### src/rtl/char_demux_buf_if.sv
// Bundle of the upstream character stream and the two downstream channel
// streams of char_demux_buf, with per-channel accepted-character counts.
interface char_demux_buf_if #(
  parameter int CNT_W = 8
);
  // Handshake rule for every stream here: a transfer happens on a rising clock
  // edge where valid and ready are both high. A producer holds valid and its
  // data steady until that edge, and ready never depends on the same-cycle valid.
  logic             in_valid;
  logic [7:0]       in_data;
  logic             in_sel;
  logic             in_ready;
  logic             a_valid;
  logic [7:0]       a_data;
  logic             a_ready;
  logic             b_valid;
  logic [7:0]       b_data;
  logic             b_ready;
  logic [CNT_W-1:0] a_count;
  logic [CNT_W-1:0] b_count;

  modport master (
    output in_valid, in_data, in_sel, a_ready, b_ready,
    input  in_ready, a_valid, a_data, b_valid, b_data, a_count, b_count
  );

  modport slave (
    input  in_valid, in_data, in_sel, a_ready, b_ready,
    output in_ready, a_valid, a_data, b_valid, b_data, a_count, b_count
  );
endinterface

### src/rtl/char_demux_buf.sv
// Steers each upstream character into channel A or B by in_sel. Each channel
// is a DEPTH-entry circular FIFO that drains to its own consumer.
module char_demux_buf #(
  parameter int DEPTH = 2,
  parameter int CNT_W = 8
) (
  input  logic             clk,
  input  logic             rst_n,
  char_demux_buf_if.slave  bus,
  output logic [1:0]       a_state,
  output logic [1:0]       b_state
);

  localparam int PTR_W = $clog2(DEPTH);
  localparam int OCC_W = PTR_W + 1;
  localparam logic [OCC_W-1:0] OCC_FULL = OCC_W'(DEPTH);

  typedef enum logic [1:0] {
    CH_EMPTY   = 2'd0,
    CH_PARTIAL = 2'd1,
    CH_FULL    = 2'd2
  } ch_state_e;

  // Index 0 is channel A, index 1 is channel B.
  logic [7:0]       mem    [2][DEPTH];
  logic [PTR_W-1:0] wr_ptr [2];
  logic [PTR_W-1:0] rd_ptr [2];
  logic [OCC_W-1:0] occ    [2];
  logic [CNT_W-1:0] cnt    [2];
  logic             full   [2];
  logic             push   [2];
  logic             pop    [2];
  logic             cons_rdy [2];
  ch_state_e        ch_state [2];
  logic             sel_ready;

  always_comb begin
    cons_rdy[0] = bus.a_ready;
    cons_rdy[1] = bus.b_ready;
    for (int c = 0; c < 2; c++) begin
      full[c] = (occ[c] == OCC_FULL);
      pop[c]  = (occ[c] != '0) && cons_rdy[c];
    end
    // Acceptance looks only at registered occupancy, so a pop on the same
    // edge never frees room for a push into a full channel.
    sel_ready = rst_n && (bus.in_sel ? !full[1] : !full[0]);
    push[0]   = bus.in_valid && sel_ready && !bus.in_sel;
    push[1]   = bus.in_valid && sel_ready &&  bus.in_sel;
  end

  always_ff @(posedge clk or negedge rst_n) begin
    if (!rst_n) begin
      for (int c = 0; c < 2; c++) begin
        wr_ptr[c] <= '0;
        rd_ptr[c] <= '0;
        occ[c]    <= '0;
        cnt[c]    <= '0;
      end
    end else begin
      for (int c = 0; c < 2; c++) begin
        if (push[c]) begin
          wr_ptr[c] <= wr_ptr[c] + PTR_W'(1);
          cnt[c]    <= cnt[c] + CNT_W'(1);
        end
        if (pop[c]) begin
          rd_ptr[c] <= rd_ptr[c] + PTR_W'(1);
        end
        if (push[c] && !pop[c]) begin
          occ[c] <= occ[c] + OCC_W'(1);
        end else if (pop[c] && !push[c]) begin
          occ[c] <= occ[c] - OCC_W'(1);
        end
      end
    end
  end

  // Storage is deliberately not reset; occupancy alone decides what is valid.
  always_ff @(posedge clk) begin
    for (int c = 0; c < 2; c++) begin
      if (push[c]) begin
        mem[c][wr_ptr[c]] <= bus.in_data;
      end
    end
  end

  always_comb begin
    for (int c = 0; c < 2; c++) begin
      ch_state[c] = CH_PARTIAL;
      if (occ[c] == '0) begin
        ch_state[c] = CH_EMPTY;
      end else if (full[c]) begin
        ch_state[c] = CH_FULL;
      end
    end
  end

  assign a_state      = ch_state[0];
  assign b_state      = ch_state[1];

  assign bus.in_ready = sel_ready;
  assign bus.a_valid  = (occ[0] != '0);
  assign bus.b_valid  = (occ[1] != '0);
  assign bus.a_data   = mem[0][rd_ptr[0]];
  assign bus.b_data   = mem[1][rd_ptr[1]];
  assign bus.a_count  = cnt[0];
  assign bus.b_count  = cnt[1];

endmodule
### src/flat_wrapper.sv
// flat-port wrapper written by rule: the top's interface ports become plain ports
module char_demux_buf_flat 
#(
  parameter int DEPTH = 2,
  parameter int CNT_W = 8
)
  (clk, rst_n, a_state, b_state, bus_in_valid, bus_in_data, bus_in_sel, bus_a_ready, bus_b_ready, bus_in_ready, bus_a_valid, bus_a_data, bus_b_valid, bus_b_data, bus_a_count, bus_b_count);
  char_demux_buf_if #(.CNT_W(CNT_W)) bus_i ();
  input  logic clk;
  input  logic rst_n;
  output logic [1:0] a_state;
  output logic [1:0] b_state;
  input wire logic [$bits(bus_i.in_valid)-1:0] bus_in_valid;
  input wire logic [$bits(bus_i.in_data)-1:0] bus_in_data;
  input wire logic [$bits(bus_i.in_sel)-1:0] bus_in_sel;
  input wire logic [$bits(bus_i.a_ready)-1:0] bus_a_ready;
  input wire logic [$bits(bus_i.b_ready)-1:0] bus_b_ready;
  output wire logic [$bits(bus_i.in_ready)-1:0] bus_in_ready;
  output wire logic [$bits(bus_i.a_valid)-1:0] bus_a_valid;
  output wire logic [$bits(bus_i.a_data)-1:0] bus_a_data;
  output wire logic [$bits(bus_i.b_valid)-1:0] bus_b_valid;
  output wire logic [$bits(bus_i.b_data)-1:0] bus_b_data;
  output wire logic [$bits(bus_i.a_count)-1:0] bus_a_count;
  output wire logic [$bits(bus_i.b_count)-1:0] bus_b_count;
  assign bus_i.in_valid = bus_in_valid;
  assign bus_i.in_data = bus_in_data;
  assign bus_i.in_sel = bus_in_sel;
  assign bus_i.a_ready = bus_a_ready;
  assign bus_i.b_ready = bus_b_ready;
  assign bus_in_ready = bus_i.in_ready;
  assign bus_a_valid = bus_i.a_valid;
  assign bus_a_data = bus_i.a_data;
  assign bus_b_valid = bus_i.b_valid;
  assign bus_b_data = bus_i.b_data;
  assign bus_a_count = bus_i.a_count;
  assign bus_b_count = bus_i.b_count;
  char_demux_buf #(.DEPTH(DEPTH), .CNT_W(CNT_W)) u_core (.clk(clk), .rst_n(rst_n), .bus(bus_i), .a_state(a_state), .b_state(b_state));
endmodule
### config.mk
export PLATFORM = sky130hd
export DESIGN_NAME = char_demux_buf_flat
export DESIGN_NICKNAME = d
export VERILOG_FILES = /design/src/rtl/char_demux_buf_if.sv /design/src/rtl/char_demux_buf.sv /design/src/flat_wrapper.sv
export SDC_FILE = /design/constraint.sdc
export NUM_CORES = 1
export LEC_CHECK = 0
export ABC_AREA = 1
export CAP_MARGIN = 20
export CORE_MARGIN = 2
export CORE_UTILIZATION = 25
export CTS_CLUSTER_SIZE = 8
export DETAILED_ROUTE_END_ITERATION = 8
export PLACE_DENSITY = 0.5
export SLEW_MARGIN = 10
export SYNTH_ARGS = -nofsm -noshare
export SYNTH_HDL_FRONTEND = slang
export SYNTH_SLANG_ARGS = --single-unit
### constraint.sdc
create_clock -name clk -period 4.9 [get_ports clk]
set_input_delay 0.98 -clock clk [delete_from_list [all_inputs] [get_ports clk]]
set_output_delay 0.98 -clock clk [all_outputs]
set_load 0.05 [all_outputs]
==> results.yml, run 1 <==
synth:
  synth_top_area_cell: "edfxtp_1"
  synth-seq-cells: 56
  ys_warn_count: 0
  synth_nets: 276
  synthCells: 258
  synth_edf_count: 32
  synth.top_cells.by_count: "nand2_1 (106), edfxtp_1 (32), dfrtp_1 (24), inv_1 (24), nand3_1 (14)"
  synth-async-reset-ratio_pct: 42.9
  synth_most_common_cell: "nand2_1"
  synth_area_leaders: "edfxtp_1 (38%), dfrtp_1 (24%), nand2_1 (16%), inv_1 (3.5%), xor2_1 (3.1%)"
  synth.top_cell.area_share_pct: 37.7
  syn-mean-instance-area_um2: 9.88
  ys.flop_type: "edfxtp_1"
  ys_types: 24
  ys_seq_area_share_pct: 61.2
  synth_area_mm2: 0.00255
power:
  combPwrFrac_pct: 52.3
  p_sw_mw: 0.968
  netSwitchingFraction_pct: 48.7
  power.density_mw_per_mm2: 600
  p_leak_nw: 1.45
  internal_power_mw: 1.02
  ir_drop_v: 0.000327
  total_power_mw: 1.99
  clkPwrFrac_pct: 12.7
  seq_power_share_pct: 35.0
clock_network:
  cts-root-buf: "clkbuf_8"
  cts.sinks: 56
  clkLatencyLatePin_ns: 0.31
  numCtsBuffers: 5
  post_cts_buffers: 0
  cts_resized: 0
  clk_pin_slew_ns: 0.10
  clockBufferDepth: 2
  cts_hold_buf: 0
  htreeDepth: 2
  cts_tree: "built"
setup_path:
  critPathSlowestCell: "clkdlybuf4s50_1"
  required_ns: 3.92
  crit_chain: "clkdlybuf4s50_1 > nand3_1 > nand2_1 > nor2_4 > buf_4"
  cpLargestDelayFamily: "buffers and inverters"
  arrival_ns: 2.20
  crit_buf_inv: 2
  cpPeakStageDelay_ns: 0.52
  crit_fanout: 6
  cp-end-kind: "primary output"
  start_kind: "input port"
  crit_type: "input port to primary output"
cells_and_area:
  final_core_util_pct: 33.7
  stdcell_area_mm2: 0.00331
  regArea_mm2: 0.00156
  stdcell_count: 448
  fin_nets: 332
  layout-drive-gt1-share_pct: 6.98
  multi_input_area_um2: 857
  area_growth_pct: 29.9
  n_fill_cell: 1077
  n_antenna_cell: 0
place:
  place.gp.congestion: 0.733
  place_hpwl_mm: 4.30
  io_buffers: 52
  dp.cells: 440
  placed_area_mm2: 0.00322
  pre_cts_ws_ns: 1.62
sta:
  rsz0062_at_grt: "no"
  fmax_mhz: 314
  tightest_slew_ns: 0.690
  hold_viol: 0
  worst_slack_ns: 1.72
  period_share_pct: 65.0
  fin_crit_ns: 3.18
  tns_ns: 0
  drv_slew: 0
  relSlewSlack_pct: 53.9
  setup_viol: 0
  clock_skew_ns: 0.00693
  worst_hold_slack_ns: 0.485
floorplan:
  ios: 53
  die-area_mm2: 0.0110
  die_h_um: 105
  die_w_um: 105
  core-area_mm2: 0.00982
  rows: 36
  start_util_pct: 26.0
detailed_routing:
  drt_iter0_drc: 57
  routed_wl_mm: 5.74
  final_antenna_net_count: 0
  route.detailed.drc: 0
  viasPerCell: 4.06
  num_vias: 1821
  dr.pass1.iters: 4
  wl_per_cell_um: 12.8
job:
  cap_violations: 0
hold_path:
  hold_path.class: "flop to flop"
global_route:
  grt_usage_pct: 11.1
  grt_pass1_vias: 1854
  overflow: 0
  grt_pass1_wl_mm: 9.52
  grt_max_degree: 27
  antenna_found_initial: 0
outcome:
  status: "finished, final reports clean"
cell type report:
cell class	instances	area share, %
timing repair buffer	53	15.9
multi-input combinational	168	25.9
tap	133	5.02
inverter	30	3.44
clock inverter	2	0.491
clock buffer	6	2.19
sequential	56	47.1
cell usage in the layout (no fill, tap or decap), types with 2 or more instances in the layout:
| cell type | synthesis | layout |
|---|---|---|
| nand2_1 | 106 | 106 |
| clkdlybuf4s50_1 | 0 | 51 |
| edfxtp_1 | 32 | 32 |
| inv_1 | 24 | 24 |
| dfrtp_1 | 24 | 24 |
| nand3_1 | 14 | 14 |
| xor2_1 | 9 | 9 |
| nor2_1 | 8 | 8 |
| o21ai_0 | 7 | 7 |
| clkbuf_8 | 0 | 5 |
| nand3_2 | 4 | 4 |
| xnor2_1 | 4 | 4 |
| ha_1 | 4 | 4 |
| inv_2 | 3 | 3 |
| nand4_1 | 3 | 3 |
| clkinv_1 | 2 | 2 |
| nand3_4 | 2 | 2 |
| a21oi_1 | 2 | 2 |
| buf_4 | 0 | 2 |
power by group through the flow:
stage | registers [mW] | clock network, mW | logic, mW
2_1_floorplan | 0.807 | 0 | 0.603
3_3_place_gp | 0.709 | 0 | 1.04
3_5_place_dp | 0.708 | 0 | 1.05
4_1_cts | 0.699 | 0.263 | 1.05
5_1_grt | 0.715 | 0.280 | 1.12
6_report | 0.696 | 0.253 | 1.04
registers in the layout, indices dropped and copies added, names as in the netlist:
register / flops
u_core.bus.a_count: 8
u_core.bus.b_count: 8
u_core.mem: 32
u_core.occ: 4
u_core.rd_ptr: 2
u_core.wr_ptr: 2
worst min-delay path, stage by stage, from the launching register on:
cell and delay [ns]:
dfrtp_1 0.36, nand2_1 0.05, nand2_1 0.05
cells by family (layout without fill, tap and decap cells):
kind of cell | count (synthesis) | count (layout) | share of synthesized area [%]
buffers and inverters | 34 | 91 | 5.15
XOR/XNOR | 13 | 13 | 4.47
AND/OR/NAND/NOR | 142 | 142 | 25.4
AO/OA/AOI/OAI | 9 | 9 | 1.77
flip-flops | 56 | 56 | 61.2
adder cells (fa/ha/maj) | 4 | 4 | 1.96
per-layer routing:
layer	routed length (um)	vias to the layer above	part of all wire (%)	track usage, %
li1	-	931	-	-
met1	2730	841	48	14.7
met2	2650	44	46	17.7
met3	314	5	5.5	3.06
met4	53	0	0.92	3.14
met5	0	-	0	0
final timing paths:
check                      depth (start not counted)                                 to                    startpoint  slack [ns]
max in group asynchronous                          2  u_core.bus.b_count[0]$_DFFE_PN0P_                         rst_n        3.53
max                                                5                       bus_in_ready                    bus_in_sel        1.72
min                                                2       u_core.wr_ptr[1]$_DFFE_PN0P_  u_core.wr_ptr[1]$_DFFE_PN0P_        0.48
max reg2reg                                        6         u_core.mem[0][1]$_DFFE_PP_     u_core.occ[0]$_DFFE_PN0P_        2.95
min reg2reg                                        2       u_core.wr_ptr[1]$_DFFE_PN0P_  u_core.wr_ptr[1]$_DFFE_PN0P_        0.48
min in group asynchronous                          2  u_core.bus.a_count[1]$_DFFE_PN0P_                         rst_n        1.10
Note: power is estimated with default switching activity, not from simulation.
==> inputs of run 2 (changes only) <==
- PLACE_DENSITY: 0.5 -> 0.51
- clock period: 4.9 -> 2.7 ns (I/O delays scaled with it)
==> run 2 against run 1 <==
  * Design area up 3.1%
  * Die area unchanged
  * Worst hold slack better by 0.011 ns
  * Largest cell class unchanged
  * Clock-buffer cell count down 1
  * Sequential cell count unchanged
  * Register-to-register slack worse by 2.1 ns
  * Non-clock buffer count up 7
  * Combinational power up 84%
  * Global-route usage down 0.27 points
  * Cell count up 1.6%
  * Largest power group unchanged
  * Via count up 3.3%
  * Critical path type is now flop to primary output
  * Utilization up 1.0 points
==> results.yml, run 2 (synthesized netlist as in run 1, its figures left out) <==
floorplan:
  rows: 36
  ios: 53
  die-area_mm2: 0.0110
  die_h_um: 105
  die_w_um: 105
  start_util_pct: 26.0
  core-area_mm2: 0.00982
place:
  dp.cells: 447
  place_hpwl_mm: 4.32
  placed_area_mm2: 0.00329
  pre_cts_ws_ns: 0.219
  place.gp.congestion: 0.745
  io_buffers: 52
hold_path:
  min_path_cells: 2
  hold_end: "u_core.wr_ptr[1]$_DFFE_PN0P_"
  min-delay-start: "u_core.wr_ptr[1]$_DFFE_PN0P_"
  hold_path.class: "flop to flop"
cells_and_area:
  stdcell_area_mm2: 0.00342
  n_antenna_cell: 0
  stdcell_count: 455
  area_growth_pct: 34.0
  final_common_cell: "nand2_1"
  largest_reg_flops: 32
  final_cell_mix: "nand2_1 (106), clkdlybuf4s50_1 (42), edfxtp_1 (32)"
  layout-drive-gt1-share_pct: 9.94
  fin_nets: 339
setup_path:
  start_kind: "flop"
  crit_fanout: 9
  r2r_cells: 10
  critPathMostFrequentCell: "nand2_1"
  critPathSlowestCell: "clkdlybuf4s50_1"
  worstReg2RegStart: "u_core.occ[2]$_DFFE_PN0P_"
  cp-end-kind: "primary output"
  crit_chain: "clkinvlp_4 > nand2_1 > nand2_1 > clkdlybuf4s50_1"
  cpPeakStageDelay_ns: 0.70
  crit_type: "flop to primary output"
  required_ns: 2.16
  rr_endpoint: "u_core.occ[3]$_DFFE_PN0P_"
  reg2reg_slack_ns: 0.88
  arrival_ns: 2.03
sta:
  tightest_slew_ns: 0.512
  tns_ns: 0
  fmax_mhz: 388
  relSlewSlack_pct: 65.8
  setup_viol: 0
  clock_skew_ns: 0.00835
  drv_slew: 0
  rsz0062_at_grt: "no"
  period_share_pct: 95.3
  worst_slack_ns: 0.126
  hold_viol: 0
  fin_crit_ns: 2.57
clock_network:
  cts_tree: "built"
  clk_pin_slew_ns: 0.11
  cts-root-buf: "clkbuf_8"
  cts_hold_buf: 0
  numCtsBuffers: 5
  htreeDepth: 2
  clockBufferDepth: 2
  cts.sinks: 56
  clkLatencyLatePin_ns: 0.31
detailed_routing:
  routed_wl_mm: 5.74
  num_vias: 1881
  drt_iter0_drc: 57
  final_antenna_net_count: 0
  viasPerCell: 4.13
  wl_per_cell_um: 12.6
  route.detailed.drc: 0
  dr.pass1.iters: 4
job:
  cap_violations: 0
global_route:
  grt_pass1_vias: 1899
  grt_pass1_wl_mm: 9.54
  overflow: 0
  grt_usage_pct: 10.8
  grt_max_degree: 20
  antenna_found_initial: 0
power:
  p_sw_mw: 1.79
  clkPwrFrac_pct: 13.3
  p_leak_nw: 1.58
  power.density_mw_per_mm2: 1070
  internal_power_mw: 1.88
  seq_power_share_pct: 34.7
  ir_drop_v: 0.000506
  netSwitchingFraction_pct: 48.8
  total_power_mw: 3.66
  combPwrFrac_pct: 52.1
outcome:
  status: "finished, final reports clean"
-- run 2: worst max-delay path by stage --
stage                                      start                        end  slack (ns)  depth (start not counted)
floorplan                             bus_in_sel  u_core.occ[3]$_DFFE_PN0P_        0.65                          9
global placement                      bus_in_sel  u_core.occ[3]$_DFFE_PN0P_        0.26                         10
detailed placement                    bus_in_sel  u_core.occ[3]$_DFFE_PN0P_        0.22                         10
CTS                 u_core.rd_ptr[0]$_DFFE_PN0P_              bus_b_data[5]       0.005                          4
global route        u_core.rd_ptr[0]$_DFFE_PN0P_              bus_b_data[4]       0.006                          4
finish              u_core.rd_ptr[0]$_DFFE_PN0P_              bus_b_data[4]        0.13                          4
-- run 2: through the flow --
stage,util (%),hold slack (ns)
floorplan,-,0.244
global placement,33.5,0.467
detailed placement,33.5,0.464
CTS,34.5,0.492
global route,34.8,0.511
finish,34.8,0.496
-- run 2: power by group through the flow --
| stage | Clock, mW | Combinational, mW | Sequential (mW) |
|---|---|---|---|
| 6_report | 0.487 | 1.91 | 1.27 |
| 4_1_cts | 0.505 | 1.94 | 1.27 |
| 5_1_grt | 0.542 | 2.04 | 1.30 |
| 2_1_floorplan | 0 | 1.09 | 1.47 |
| 3_5_place_dp | 0 | 1.93 | 1.28 |
| 3_3_place_gp | 0 | 1.92 | 1.28 |
-- run 2: cell type report --
type                    instances  area, um^2
repair buffers                 60         613
fillers                      1076        6400
clock buffers                   5        68.8
flip-flops and latches         56        1560
multi-input cells             168         857
clock inverters                 3        27.5
well taps                     133         166
inverters                      30         121
-- run 2: layer usage --
layer | share of wire, % | global-route usage, % | routed length [um]
met2 | 46 | 17.3 | 2660
met4 | 0.42 | 2.29 | 24
met5 | 0 | 0 | 0
met1 | 48 | 14.8 | 2780
met3 | 4.8 | 2.74 | 277
-- run 2: critical path: cells and delay by family (launching register included) --
| family | cells | cell delay (ns) |
|---|---|---|
| and+or+nand+nor | 2 | 0.16 |
| buffers and inverters | 2 | 1.00 |
| DFF | 1 | 0.57 |
-- run 2: what timing repair did --
action | 4_1_cts | 5_1_grt
buffers inserted | 0 | 0
resized for setup | 0 | 11
endpoints found under the setup margin | 0 | 15
==> inputs of run 3 (changes only) <==
- HOLD_SLACK_MARGIN: default -> 0.08
- REMOVE_ABC_BUFFERS: default -> 1
==> run 3 against run 2 <==
  * Non-clock buffer count is the same
  * Design area shrank 0.88%
  * Sequential cell count is the same
==> results.yml, run 3 (synthesized netlist as in run 1, its figures left out) <==
cells_and_area:
  final_common_cell: "nand2_1"
  final_core_util_pct: 34.5
  multi_input_area_um2: 857
  final_cell_mix: "nand2_1 (106), clkdlybuf4s50_1 (51), edfxtp_1 (32)"
  n_antenna_cell: 0
  largest_reg_flops: 32
  fin_nets: 339
  n_fill_cell: 1036
  stdcell_area_mm2: 0.00339
  layout-drive-gt1-share_pct: 9.32
  regArea_mm2: 0.00156
  area_growth_pct: 32.8
floorplan:
  die_h_um: 105
  die-area_mm2: 0.0110
  rows: 36
  core-area_mm2: 0.00982
  start_util_pct: 26.0
  ios: 53
  die_w_um: 105
place:
  pre_cts_ws_ns: 0.161
  place.gp.congestion: 0.755
  placed_area_mm2: 0.00329
  io_buffers: 52
  place_hpwl_mm: 4.21
job:
  cap_violations: 0
sta:
  clock_skew_ns: 0.00848
  drv_slew: 0
  tns_ns: 0
  hold_viol: 0
  worst_slack_ns: 0.317
  fin_crit_ns: 2.38
  relSlewSlack_pct: 66.3
  setup_viol: 0
  worst_hold_slack_ns: 0.499
  fmax_mhz: 420
  rsz0062_at_grt: "no"
  period_share_pct: 88.3
  tightest_slew_ns: 0.504
power:
  clkPwrFrac_pct: 13.1
  seq_power_share_pct: 33.6
  p_leak_nw: 1.49
  netSwitchingFraction_pct: 48.3
  internal_power_mw: 1.90
  power.density_mw_per_mm2: 1080
  combPwrFrac_pct: 53.3
  p_sw_mw: 1.77
  ir_drop_v: 0.000530
detailed_routing:
  routed_wl_mm: 5.53
  viasPerCell: 4.07
  route.detailed.drc: 0
  drt_iter0_drc: 36
  num_vias: 1850
  wl_per_cell_um: 12.2
  final_antenna_net_count: 0
  dr.pass1.iters: 4
clock_network:
  clkLatencyLatePin_ns: 0.31
  post_cts_buffers: 0
  htreeDepth: 2
  cts_resized: 0
  clk_pin_slew_ns: 0.10
  cts_tree: "built"
  numCtsBuffers: 5
  cts.sinks: 56
  cts_hold_buf: 0
  clockBufferDepth: 2
  cts-root-buf: "clkbuf_8"
global_route:
  grt_usage_pct: 10.5
  antenna_found_initial: 0
  grt_pass1_vias: 1823
  grt_pass1_wl_mm: 9.16
  grt_max_degree: 20
  overflow: 0
setup_path:
  critPathSlowestCell: "clkdlybuf4s50_1"
  cpLargestDelayFamily: "buffers and inverters"
  cpPeakStageDelay_ns: 0.81
  crit_buf_inv: 2
  crit_chain: "clkinv_1 > nand2_1 > nand2_1 > clkdlybuf4s50_1"
  required_ns: 2.16
  crit_fanout: 9
  cp-end-kind: "primary output"
  start_kind: "flop"
  critPathMostFrequentCell: "nand2_1"
  arrival_ns: 1.84
  crit_type: "flop to primary output"
outcome:
  status: "finished, final reports clean"
hold_path:
  hold_path.class: "flop to flop"
run 3: worst register-to-register path, stage by stage (launching register included):
cell and delay, ns:
dfrtp_1 0.43, inv_2 0.11, nand2_1 0.12, nor2_1 0.20
nor2_4 0.09, nand3_4 0.12, inv_1 0.06, ha_1 0.30
a21oi_1 0.11, o21ai_0 0.10, xor2_1 0.15
run 3: worst paths after layout:
kind                                         startpoint                                 to  slack, ns  depth (start not counted)
setup / recovery           u_core.rd_ptr[1]$_DFFE_PN0P_                      bus_a_data[7]       0.32                          4
hold / removal             u_core.wr_ptr[1]$_DFFE_PN0P_       u_core.wr_ptr[1]$_DFFE_PN0P_       0.50                          2
setup reg to reg              u_core.occ[2]$_DFFE_PN0P_          u_core.occ[3]$_DFFE_PN0P_       0.79                         10
hold reg to reg            u_core.wr_ptr[1]$_DFFE_PN0P_       u_core.wr_ptr[1]$_DFFE_PN0P_       0.50                          2
max in group asynchronous                         rst_n  u_core.bus.a_count[0]$_DFFE_PN0P_       1.84                          2
min in group asynchronous                         rst_n  u_core.bus.a_count[3]$_DFFE_PN0P_       0.63                          2
run 3: final cells by class:
| class | count | share of cell area, % |
|---|---|---|
| multi-input combinational | 168 | 25.3 |
| timing repair buffer | 60 | 17.4 |
| clock inverter | 3 | 0.813 |
| clock buffer | 5 | 2.03 |
| sequential | 56 | 46.1 |
| tap | 133 | 4.92 |
| inverter | 30 | 3.36 |
run 3: layer usage:
layer / wire (um) / GRT usage [%]
met1: 2710 / 13.8
met2: 2540 / 16.9
met3: 257 / 2.87
met4: 28 / 3.14
met5: 0 / 0
run 3: power groups by stage:
stage,registers (mW),logic (mW),clock network [mW]
floorplan,1.55,0.991,0
global placement,1.25,1.97,0
detailed placement,1.25,1.98,0
CTS,1.23,1.99,0.506
global route,1.26,2.11,0.541
finish,1.23,1.96,0.481
run 3: stage by stage:
stage	total power [mW]	cells
after detailed placement	3.23	447
after floorplan	2.54	254
after global placement	3.23	447
final	3.67	455
after CTS	3.73	455
after global routing	3.91	455
